**src/rtl/timer_ctrl_pkg.sv**
```systemverilog
// Shared types for the timer controller: FSM state and reload mode.
package timer_ctrl_pkg;

  typedef enum logic {
    IDLE = 1'b0,
    RUN  = 1'b1
  } state_e;

  typedef enum logic {
    ONESHOT  = 1'b0,
    PERIODIC = 1'b1
  } mode_e;

endpackage

```
**src/rtl/timer_ctrl_counter.sv**
```systemverilog
// Generic up/down counter with clear > load > enable priority and a wrap flag.
module timer_ctrl_counter #(
  parameter int unsigned WIDTH           = 8,
  parameter bit          STICKY_OVERFLOW = 1'b0
) (
  input  logic             clk_i,
  input  logic             rst_ni,
  input  logic             en_i,
  input  logic             load_i,
  input  logic [WIDTH-1:0] load_val_i,
  input  logic             clear_i,
  input  logic             down_i,
  output logic [WIDTH-1:0] count_o,
  output logic             overflow_o
);

  logic wrap;

  assign wrap = en_i && !load_i && !clear_i &&
                (down_i ? (count_o == '0) : (count_o == '1));

  always_ff @(posedge clk_i or negedge rst_ni) begin
    if (!rst_ni) begin
      count_o    <= '0;
      overflow_o <= 1'b0;
    end else begin
      if (clear_i)     count_o <= '0;
      else if (load_i) count_o <= load_val_i;
      else if (en_i)   count_o <= down_i ? count_o - WIDTH'(1) : count_o + WIDTH'(1);

      if (clear_i)              overflow_o <= 1'b0;
      else if (STICKY_OVERFLOW) overflow_o <= overflow_o | wrap;
      else                      overflow_o <= wrap;
    end
  end

endmodule

```
**src/rtl/timer_ctrl.sv**
```systemverilog
// Prescaled down-counting timer with one-shot/periodic modes and a valid/ready expiry event.
module timer_ctrl
  import timer_ctrl_pkg::*;
#(
  parameter int unsigned WIDTH       = 16,
  parameter int unsigned PRESC_WIDTH = 8
) (
  input  logic                   clk_i,
  input  logic                   rst_ni,
  input  logic                   cfg_valid_i,
  output logic                   cfg_ready_o,
  input  logic [WIDTH-1:0]       cfg_period_i,
  input  logic [PRESC_WIDTH-1:0] cfg_presc_i,
  input  logic                   cfg_periodic_i,
  input  logic                   start_i,
  input  logic                   stop_i,
  output logic                   evt_valid_o,
  input  logic                   evt_ready_i,
  output logic                   evt_missed_o,
  output logic                   busy_o,
  output logic [WIDTH-1:0]       count_o
);

  state_e                 state_q, state_d;
  logic [WIDTH-1:0]       period_q;
  logic [PRESC_WIDTH-1:0] presc_q;
  mode_e                  mode_q;

  logic [WIDTH-1:0]       reload_val;
  logic [PRESC_WIDTH-1:0] presc_cnt;
  logic in_run, cfg_hs, stop_run, start_acc, tick, expiry, periodic;
  logic cnt_load, cnt_clear, presc_clear;
  logic evt_valid_q, evt_missed_q;
  logic cnt_ovf_unused, presc_ovf_unused;

  assign in_run     = (state_q == RUN);
  assign cfg_hs     = cfg_valid_i && !in_run;
  assign stop_run   = in_run && stop_i;
  assign start_acc  = start_i && !cfg_hs && !stop_run;
  assign tick       = in_run && (presc_cnt == presc_q);
  // Expiry is the tick that finds the count already at zero, not a counter wrap.
  assign expiry     = tick && (count_o == '0);
  assign periodic   = (mode_q == PERIODIC);
  assign reload_val = (period_q == '0) ? '0 : period_q - WIDTH'(1);

  assign cnt_load    = start_acc || (expiry && periodic && !stop_run);
  assign cnt_clear   = stop_run || (expiry && !periodic && !start_acc);
  assign presc_clear = tick || stop_run || start_acc;

  timer_ctrl_counter #(
    .WIDTH          (WIDTH),
    .STICKY_OVERFLOW(1'b0)
  ) u_tick_cnt (
    .clk_i     (clk_i),
    .rst_ni    (rst_ni),
    .en_i      (tick),
    .load_i    (cnt_load),
    .load_val_i(reload_val),
    .clear_i   (cnt_clear),
    .down_i    (1'b1),
    .count_o   (count_o),
    .overflow_o(cnt_ovf_unused)
  );

  timer_ctrl_counter #(
    .WIDTH          (PRESC_WIDTH),
    .STICKY_OVERFLOW(1'b0)
  ) u_presc_cnt (
    .clk_i     (clk_i),
    .rst_ni    (rst_ni),
    .en_i      (in_run),
    .load_i    (1'b0),
    .load_val_i('0),
    .clear_i   (presc_clear),
    .down_i    (1'b0),
    .count_o   (presc_cnt),
    .overflow_o(presc_ovf_unused)
  );

  always_ff @(posedge clk_i or negedge rst_ni) begin
    if (!rst_ni) begin
      state_q      <= IDLE;
      period_q     <= '0;
      presc_q      <= '0;
      mode_q       <= ONESHOT;
      evt_valid_q  <= 1'b0;
      evt_missed_q <= 1'b0;
    end else begin
      state_q <= state_d;
      if (cfg_hs) begin
        period_q <= cfg_period_i;
        presc_q  <= cfg_presc_i;
        mode_q   <= cfg_periodic_i ? PERIODIC : ONESHOT;
      end
      evt_valid_q <= expiry || (evt_valid_q && !evt_ready_i);
      // A clearing handshake wins over a coincident missed expiry.
      if (cfg_hs || start_acc)
        evt_missed_q <= 1'b0;
      else if (expiry && evt_valid_q && !evt_ready_i)
        evt_missed_q <= 1'b1;
    end
  end

  always_comb begin
    state_d     = state_q;
    cfg_ready_o = (state_q == IDLE);
    busy_o      = (state_q == RUN);
    unique case (state_q)
      IDLE: if (start_acc) state_d = RUN;
      RUN: begin
        if (stop_run)                              state_d = IDLE;
        else if (!start_acc && expiry && !periodic) state_d = IDLE;
      end
      default: state_d = IDLE;
    endcase
  end

  assign evt_valid_o  = evt_valid_q;
  assign evt_missed_o = evt_missed_q;

endmodule
```
**config.mk**
```make
export PLATFORM = sky130hd
export DESIGN_NAME = timer_ctrl
export DESIGN_NICKNAME = d
export VERILOG_FILES = /design/src/rtl/timer_ctrl_pkg.sv /design/src/rtl/timer_ctrl_counter.sv /design/src/rtl/timer_ctrl.sv
export SDC_FILE = /design/constraint.sdc
export NUM_CORES = 1
export LEC_CHECK = 0
export BUFFER_PORTS_ARGS = -buffer_cell sky130_fd_sc_hd__buf_2
export CORE_MARGIN = 4
export CORE_UTILIZATION = 42
export CTS_CLUSTER_DIAMETER = 50
export DETAILED_ROUTE_END_ITERATION = 10
export GPL_TIMING_DRIVEN = 1
export HOLD_SLACK_MARGIN = 0.02
export PLACE_DENSITY = 0.63
export SLEW_MARGIN = 20
export SYNTH_ARGS = -nofsm -noshare
export SYNTH_HDL_FRONTEND = slang
export SYNTH_SLANG_ARGS = --single-unit
```
**constraint.sdc**
```tcl
create_clock -name clk_i -period 2.1 [get_ports clk_i]
set_clock_uncertainty 0.1 [all_clocks]
set_input_delay 0.105 -clock clk_i [delete_from_list [all_inputs] [get_ports clk_i]]
set_output_delay 0.105 -clock clk_i [all_outputs]
set_load 0.02 [all_outputs]
```
After elaboration in Yosys (flattened, before gate mapping). Index checks and enable logic that the tools add are counted.

Flip-flop bits (word level): 52. Bits of input ports: 31. Output and inout bits: 20. Logic and storage cells: 58.

Add/subtract/negate cells: 3. Equality and inequality tests: 1. Multiplexer cells: 13. Bitwise operators: 1. Reductions and logical operators: 32.

Operator list (number): $mux W16 (4); $logic_not A16 Y1 (2); $sub A16 B1 Y16 const B (2); $mux W8 (2); $logic_and A1 B1 Y1 (15); $add A8 B1 Y8 const B (1); $eq A8 B8 Y1 (1); $logic_not A1 Y1 (6); $logic_or A1 B1 Y1 (6); $mux W1 (6); $reduce_bool A2 Y1 (2); $reduce_bool A3 Y1 (1); $pmux W1 S2 (1); $not A1 Y1 (1).

Longest topological paths before layout. Gate-level depths: netlist (run 1).

Depth after elaboration: 11. Depth in mapped cells: 8. Mapped depth without buffers: 8.

By module. Synthesis (run 1) repeated with hierarchy kept, for this count alone.

Cells, all modules: 445. Area, all modules: 4108.9 µm².

By module, submodules not included: timer_ctrl_counter (u_tick_cnt) (instances 1, cells an instance 199, area each 1669.1 µm², sequential area each 425.4 µm²); timer_ctrl (instances 1, cells an instance 157, area each 1631.6 µm², sequential area each 700.7 µm²); timer_ctrl_counter (u_presc_cnt) (instances 1, cells an instance 89, area each 808.3 µm², sequential area each 225.2 µm²).

Least setup slack after synthesis (run 1). OpenSTA, ideal clock, no wires.

Path type: register -> register. From: register u_tick_cnt.count_o[5]. To: register u_tick_cnt.count_o[11]. Library setup time: 0.126 ns. Arrival time: 1.939 ns. Required time: 1.874 ns. Path slack: -0.065 ns. Cell stages (with the launch flop): 6. Path buffers: 0. Period minus slack after synthesis: 2.165 ns. Cells stage by stage: dfrtp_1 -> or4_4 -> nor3_4 -> nand3b_2 -> nand3_1 -> a221o_1.

Cells in the longest elaborated chain, start to end: 7. Elaborated cells on any way between the ends: 13. Those cells by class: 1 x add/sub; 3 x mux; 9 x reduce/logical.

Ends and longest elaborated chain: start, declared (line timer_ctrl_counter.sv:13) `output logic [WIDTH-1:0] count_o,`; start signal, assigned (line timer_ctrl_counter.sv:28) `else if (load_i) count_o <= load_val_i;`; start signal, assigned (line timer_ctrl_counter.sv:29) `else if (en_i) count_o <= down_i ? count_o - WIDTH'(1) : count_o + WIDTH'(1);`; branches (longest 7 deep; another with $sub A16 B1 Y16).

Parallel ways; which one is timed is not known. The select of a mux whose other input is x is not followed. A chain may end at the register's enable or synchronous reset.

Final worst setup path (run 1).
From: register u_tick_cnt.count_o[5]. To: register u_tick_cnt.count_o[12].

The elaborated chain is that of the path after synthesis.

==> run metrics, run 1 <==
Tightest Pin Transition=between 300 and 400 ps; RSZ-0062 raised after global routing=true; Layout Nets=~460; Post-synth EDFFs=0; Longest Clk Path Bufs=2; vias=approximately 2700; die height=~92 µm; final core occ=63.8%; Worst EP required=~2200 ps; DR WL/cell=roughly 15 µm; vias in the first global route=2689; Die Area=roughly 0.0085 mm²; synth unique cells=48; Hold Startpoint=stop_i; minimum clock period=between 2000 and 2500 ps; PortBufs=50; total congestion overflow=0; slowest stage delay, CP=between 600 and 700 ps; clk root buf=clkbuf_8; VDD IR max=0.607 mV; 1st-pass router iterations=4; initial DRC count=between 150 and 200; Pleak=about 1.9 nW; syn_nets=327; slowest CP cell=or4_4; Arr. time, crit path=approximately 2200 ps; share of cells above drive strength 1=41.4%; Fin Hold WS=74.0 ps; CTS tree=yes; Layout area overhead=46.8%; Initial Util=43.5%; worst r2r src=u_tick_cnt.count_o[5]$_DFFE_PN0P_; DP Wirelength=5.94 mm; setup violators final=1; ANT nets after route=0; die width=approximately 92 µm; Worst Setup Start Kind=register; fin. max-slew vios=0; antenna fix cells=0; Fillers=583; setup ws final=-10.4 ps; asr flop ratio synth=100%; Post-Syn Area per Cell=a little over 10 µm²; placed cell area=0.00372 mm²; fin cells=526; CP Capture Type=register; fin crit share=100%; Via density=5.20; PwrDens=1230 mW/mm²; Core Area=~0.007 mm²; CTS H-tree lvls=2; Hold Path Class=in -> reg; CTS buffer count=5; final WL=7.97 mm; failing checks=negative setup slack; Mapped Area=between 0.002 and 0.003 mm²; pin count of the biggest net entering global routing=29; placed instance count=about 480; Max Clk Rate=between 0.4 and 0.5 GHz; CP max FO=5; gr usage total=19.5%; clock sinks=52; final instance area=~0.0044 mm²; commonest non-fill, non-tap cells in the layout=54 x buf_4, 50 x buf_2, 47 x dfrtp_1, 30 x nor2_1, 29 x dlygate4sd3_1; max_cap viols=0; Seq/Total Area, Yosys=43.8%; top_reg_cell synth=dfrtp_1; Top Ports=51; Yosys reg bits=52; critical path class=reg -> reg; status=finished with violations; worst relative slew slack=roughly 78%; Reg clk slew, reported paths=around 100 ps; Synth warnings=0; crit path buf inv count=2; RePlAce Congestion=~0.92; Gate Count Post-Synth=292; most common library cell in the layout ignoring fill and taps=buf_4; crit path from=u_tick_cnt.count_o[5]$_DFFE_PN0P_; cells along the critical path=or4_4 -> nor3_4 -> buf_6 -> nor3b_2 -> buf_4 -> a22oi_1 -> o22ai_1; worst skew pair latency=around 300 ps; Std-Cell Rows=30; # DRC=0; first-pass GRT wire length=13.2 mm; Top Family by Delay on Critical Path=simple AND/OR/NAND/NOR gates; final hold vios=0; initial antenna violation count=0
worst reg2reg max path, cell delays in order (launching register included):
cell and delay [ps]:
dfrtp_2 420, or4_4 610, nor3_4 180, buf_6 140, nor3b_2 40, buf_4 150
a22oi_1 230, o22ai_1 120
path summary, 6_finish.rpt:
path | depth (start not counted) | slack [ps] | to
setup / recovery | 7 | -10 | u_tick_cnt.count_o[12]$_DFFE_PN0P_
hold / removal | 3 | 70 | busy_o$_DFF_PN0_
setup reg to reg | 7 | -10 | u_tick_cnt.count_o[12]$_DFFE_PN0P_
hold reg to reg | 1 | 400 | evt_missed_o$_DFFE_PN0P_
max in group asynchronous | 3 | 1160 | u_tick_cnt.count_o[5]$_DFFE_PN0P_
min in group asynchronous | 2 | 130 | u_tick_cnt.count_o[11]$_DFFE_PN0P_
layout make-up:
class,instances,area [µm²],area share (%)
Clock buffer,5,68.8,1.58
Clock inverter,3,42.5,0.975
Inverter,9,33.8,0.775
Multi-Input combinational cell,221,1760,40.4
Sequential cell,52,1310,30.0
Tap cell,96,120,2.75
Timing Repair Buffer,140,1020,23.5
report_power, final:
group / internal [mW] / total (mW) / switching (mW) / leakage, nW
Combinational: 1.43 / 2.93 / 1.50 / 1.21
Clock: 0.353 / 0.697 / 0.343 / 0.0541
Sequential: 1.36 / 1.72 / 0.358 / 0.645
registers in the layout, summed over array words and instances (netlist names):
signal               count
period_q                16
u_tick_cnt.count_o      16
presc_q                  8
u_presc_cnt.count_o      8
busy_o                   1
evt_missed_o             1
evt_valid_o              1
mode_q                   1
cell usage after synthesis (all sizes together) (2+ instances only):
master / number / area share (%)
dfrtp: 52 / 44
nor2: 30 / 3.8
mux2: 22 / 8.3
o21ai: 20 / 3.4
nand2: 16 / 2.0
nor3: 13 / 2.9
xnor2: 13 / 3.8
o22ai: 12 / 2.5
inv: 9 / 1.1
nor4: 9 / 3.0
mux2i: 8 / 2.7
nand3: 8 / 1.3
xor2: 8 / 2.4
nor2b: 6 / 1.3
a22oi: 5 / 1.3
buf: 5 / 1.1
clkbuf: 5 / 0.63
nand2b: 5 / 1.1
nand3b: 5 / 1.4
a21oi: 4 / 0.67
a32oi: 4 / 1.2
ha: 4 / 1.7
and3: 3 / 0.63
nand4: 3 / 0.63
nand4b: 3 / 0.88
and2: 2 / 0.42
o221ai: 2 / 1.0
or3: 2 / 0.42
or4: 2 / 0.63
per-stage QoR:
stage / setup slack [ps] / total power, mW / TNS (ps)
2_1_floorplan: 7.51 / 3.17 / 0
3_3_place_gp: 13.4 / 4.17 / 0
3_5_place_dp: -37.6 / 4.24 / -92.6
4_1_cts: 0.185 / 5.06 / 0
5_1_grt: -134 / 5.69 / -600
6_report: -10.4 / 5.34 / -10.4
cells by family (layout without fill, tap and decap cells):
family          count (synthesis)  after routing  share of synthesized area, %
xor+xnor                       21             21                          6.19
buf+inv                        19            157                          2.82
simple gates                  110            110                          21.3
mux                            30             30                          11.0
fa+ha+maj                       4              4                          1.68
compound gates                 56             56                          13.1
flops                          52             52                          43.8
what timing repair did:
action,4_1_cts,5_1_grt
pin swaps,0,14
resized for setup,7,29
endpoints found under the setup margin,12,20
buffers inserted,0,6
hold buffers,29,0
hold endpoints to repair,79,0
metal layers:
metal	share of wire (%)	global-route usage (%)
met1	46	26.4
met4	1.3	5.45
met5	0	0
met2	47	31.9
met3	4.7	3.45
(Power assumes the default switching activity.)
==> run 2, diff against run 1 <==
Settings changed: PLACE_DENSITY 0.63 to 0.61, SYNTH_HIERARCHICAL set to 1.
==> run 2 against run 1 <==
Critical path depth unchanged. Combinational power up 54%. Power is 28% higher. Die area rose by 29%. Area after synthesis is 32% higher. Utilization is 0.13 points higher. Register-to-register slack worse by 380 ps. Design area is 35% higher. Synthesized cell count grew 45%. Flip-flop and latch count stayed put. The run still ends with negative setup slack left. First-iteration DRC count decreased by 37%. Critical endpoint is now u_tick_cnt/count_o[15]$_DFFE_PN0P_. Via count rose by 40%. Largest power group unchanged. Largest cell class unchanged.
==> run metrics, run 2 <==
Hold Path Class=in -> reg; total congestion overflow=0; Pleak=~2.7 nW; CTS buffer count=5; final WL=around 10 mm; Arr. time, crit path=2610 ps; first-pass GRT wire length=roughly 17 mm; minimum clock period=around 2500 ps; Mapped Area=roughly 0.0039 mm²; Die Area=0.0110 mm²; Top Ports=51; FF+latch area=between 0.001 and 0.0015 mm²; critical path class=reg -> reg; most common library cell in the layout ignoring fill and taps=buf_4; clk root buf=clkbuf_8; top flop regs=period_q: 16 flops, u_tick_cnt/count_o: 16 flops; final hold vios=0; area of the multi-input gates=between 0.002 and 0.003 mm²; Gate Count Post-Synth=around 420; commonest non-fill, non-tap cells in the layout=97 x buf_4, 50 x buf_2, 49 x dfrtp_1, 38 x conb_1, 32 x nor2_1; 1st-pass router iterations=4; VDD IR max=approximately 0.66 mV; die width=roughly 100 µm; Longest Clk Path Bufs=2; ANT nets after route=0; gr usage total=between 10% and 20%; worst skew pair latency=approximately 310 ps; RSZ-0062 raised after global routing=true; fin. max-slew vios=0; setup violators final=18; Synth warnings=6; PortBufs=50; Worst Setup Start Kind=register; die height=between 100 and 150 µm; clock sinks=52; vias in the first global route=around 3800; Core Area=roughly 0.009 mm²; Post-Syn Area per Cell=9.32 µm²; RePlAce Congestion=slightly above 0.9; Via density=slightly above 5; final instance area=roughly 0.006 mm²; DR WL/cell=approximately 14 µm; share of cells above drive strength 1=between 40% and 50%; Pwr Total=6.82 mW; Layout Nets=between 600 and 700; initial DRC count=around 100; Max Clk Rate=around 0.40 GHz; Layout area overhead=49.6%; Worst EP required=2220 ps; antenna fix cells=0; CP max FO=3; Reg clk slew, reported paths=100 ps; max_cap viols=0; CTS tree=yes; pin count of the biggest net entering global routing=28; Tightest Pin Transition=about 640 ps; status=finished with violations; setup ws final=-393 ps; failing checks=negative setup slack; PwrDens=1160 mW/mm²; worst relative slew slack=57.6%; DP Wirelength=roughly 8 mm; Initial Util=roughly 43%; placed cell area=around 0.0052 mm²; Std-Cell Rows=35; fin crit share=119%; CP Capture Type=register; initial antenna violation count=0; CTS H-tree lvls=2; Fillers=roughly 760; vias=~3800; # DRC=0
[run 2: final timing paths]
| check | from | endpoint | slack [ps] | cells past startpoint |
|---|---|---|---|---|
| max | period_q[11]$_DFFE_PN0P_ | u_tick_cnt/count_o[15]$_DFFE_PN0P_ | -390 | 7 |
| min in group asynchronous | rst_ni | period_q[12]$_DFFE_PN0P_ | 250 | 2 |
| min reg2reg | evt_valid_o$_DFF_PN0_ | evt_valid_o$_DFF_PN0_ | 430 | 2 |
| max reg2reg | period_q[11]$_DFFE_PN0P_ | u_tick_cnt/count_o[15]$_DFFE_PN0P_ | -390 | 7 |
| max in group asynchronous | rst_ni | busy_o$_DFF_PN0_ | 1080 | 3 |
| min | cfg_valid_i | evt_missed_o$_DFFE_PN0P_ | 220 | 5 |
[run 2: critical path: stages, from the launching register on]
cell      delay, ps
dfrtp_1         390
or4_4           540
or4_4           470
or3_4           380
a21oi_2         140
a22oi_1          90
or2_4           230
o311ai_1         60
[run 2: final cells by class]
| class | instances | area share [%] |
|---|---|---|
| timing repair buffer | 185 | 23.9 |
| tap | 111 | 2.36 |
| clock inverter | 2 | 0.255 |
| clock buffer | 6 | 1.40 |
| multi-input combinational | 377 | 49.0 |
| inverter | 13 | 0.872 |
| sequential | 52 | 22.2 |
[run 2: timing repair]
action / 4_1_cts / 5_1_grt
cloned: 1 / 0
endpoints found under the setup margin: 19 / 19
pin swaps: 24 / 18
resized for setup: 34 / 22
hold buffers: 28 / 0
buffers inserted: 5 / 2
hold endpoints to repair: 53 / 0
[run 2: per-layer routing]
metal  share of wire (%)  GRT usage, %  up-vias
li1                    -             -     1943
met1                  44          23.6     1829
met2                  53          34.7       51
met3                 2.6          3.03        8
met4                0.67          3.00        0
met5                   0             0        -
[run 2: where the power goes]
| group | internal (mW) | switching (mW) | total, mW | leakage (nW) |
|---|---|---|---|---|
| Combinational | 2.30 | 2.22 | 4.52 | 2.06 |
| Sequential | 1.38 | 0.305 | 1.69 | 0.641 |
| Clock | 0.268 | 0.346 | 0.613 | 0.0434 |
| Total | 3.95 | 2.87 | 6.82 | 2.74 |
[run 2: per-stage QoR]
stage	util, %	TNS [ps]	std cells	hold WS [ps]	worst slack (ps)
2_1_floorplan	-	-2750	458	-291	-451
3_3_place_gp	56.4	-4990	703	57.5	-429
3_5_place_dp	56.4	-5630	703	62.9	-479
4_1_cts	62.6	-4410	745	198	-391
5_1_grt	64.0	-6690	746	240	-469
6_report	64.0	-4860	746	221	-393
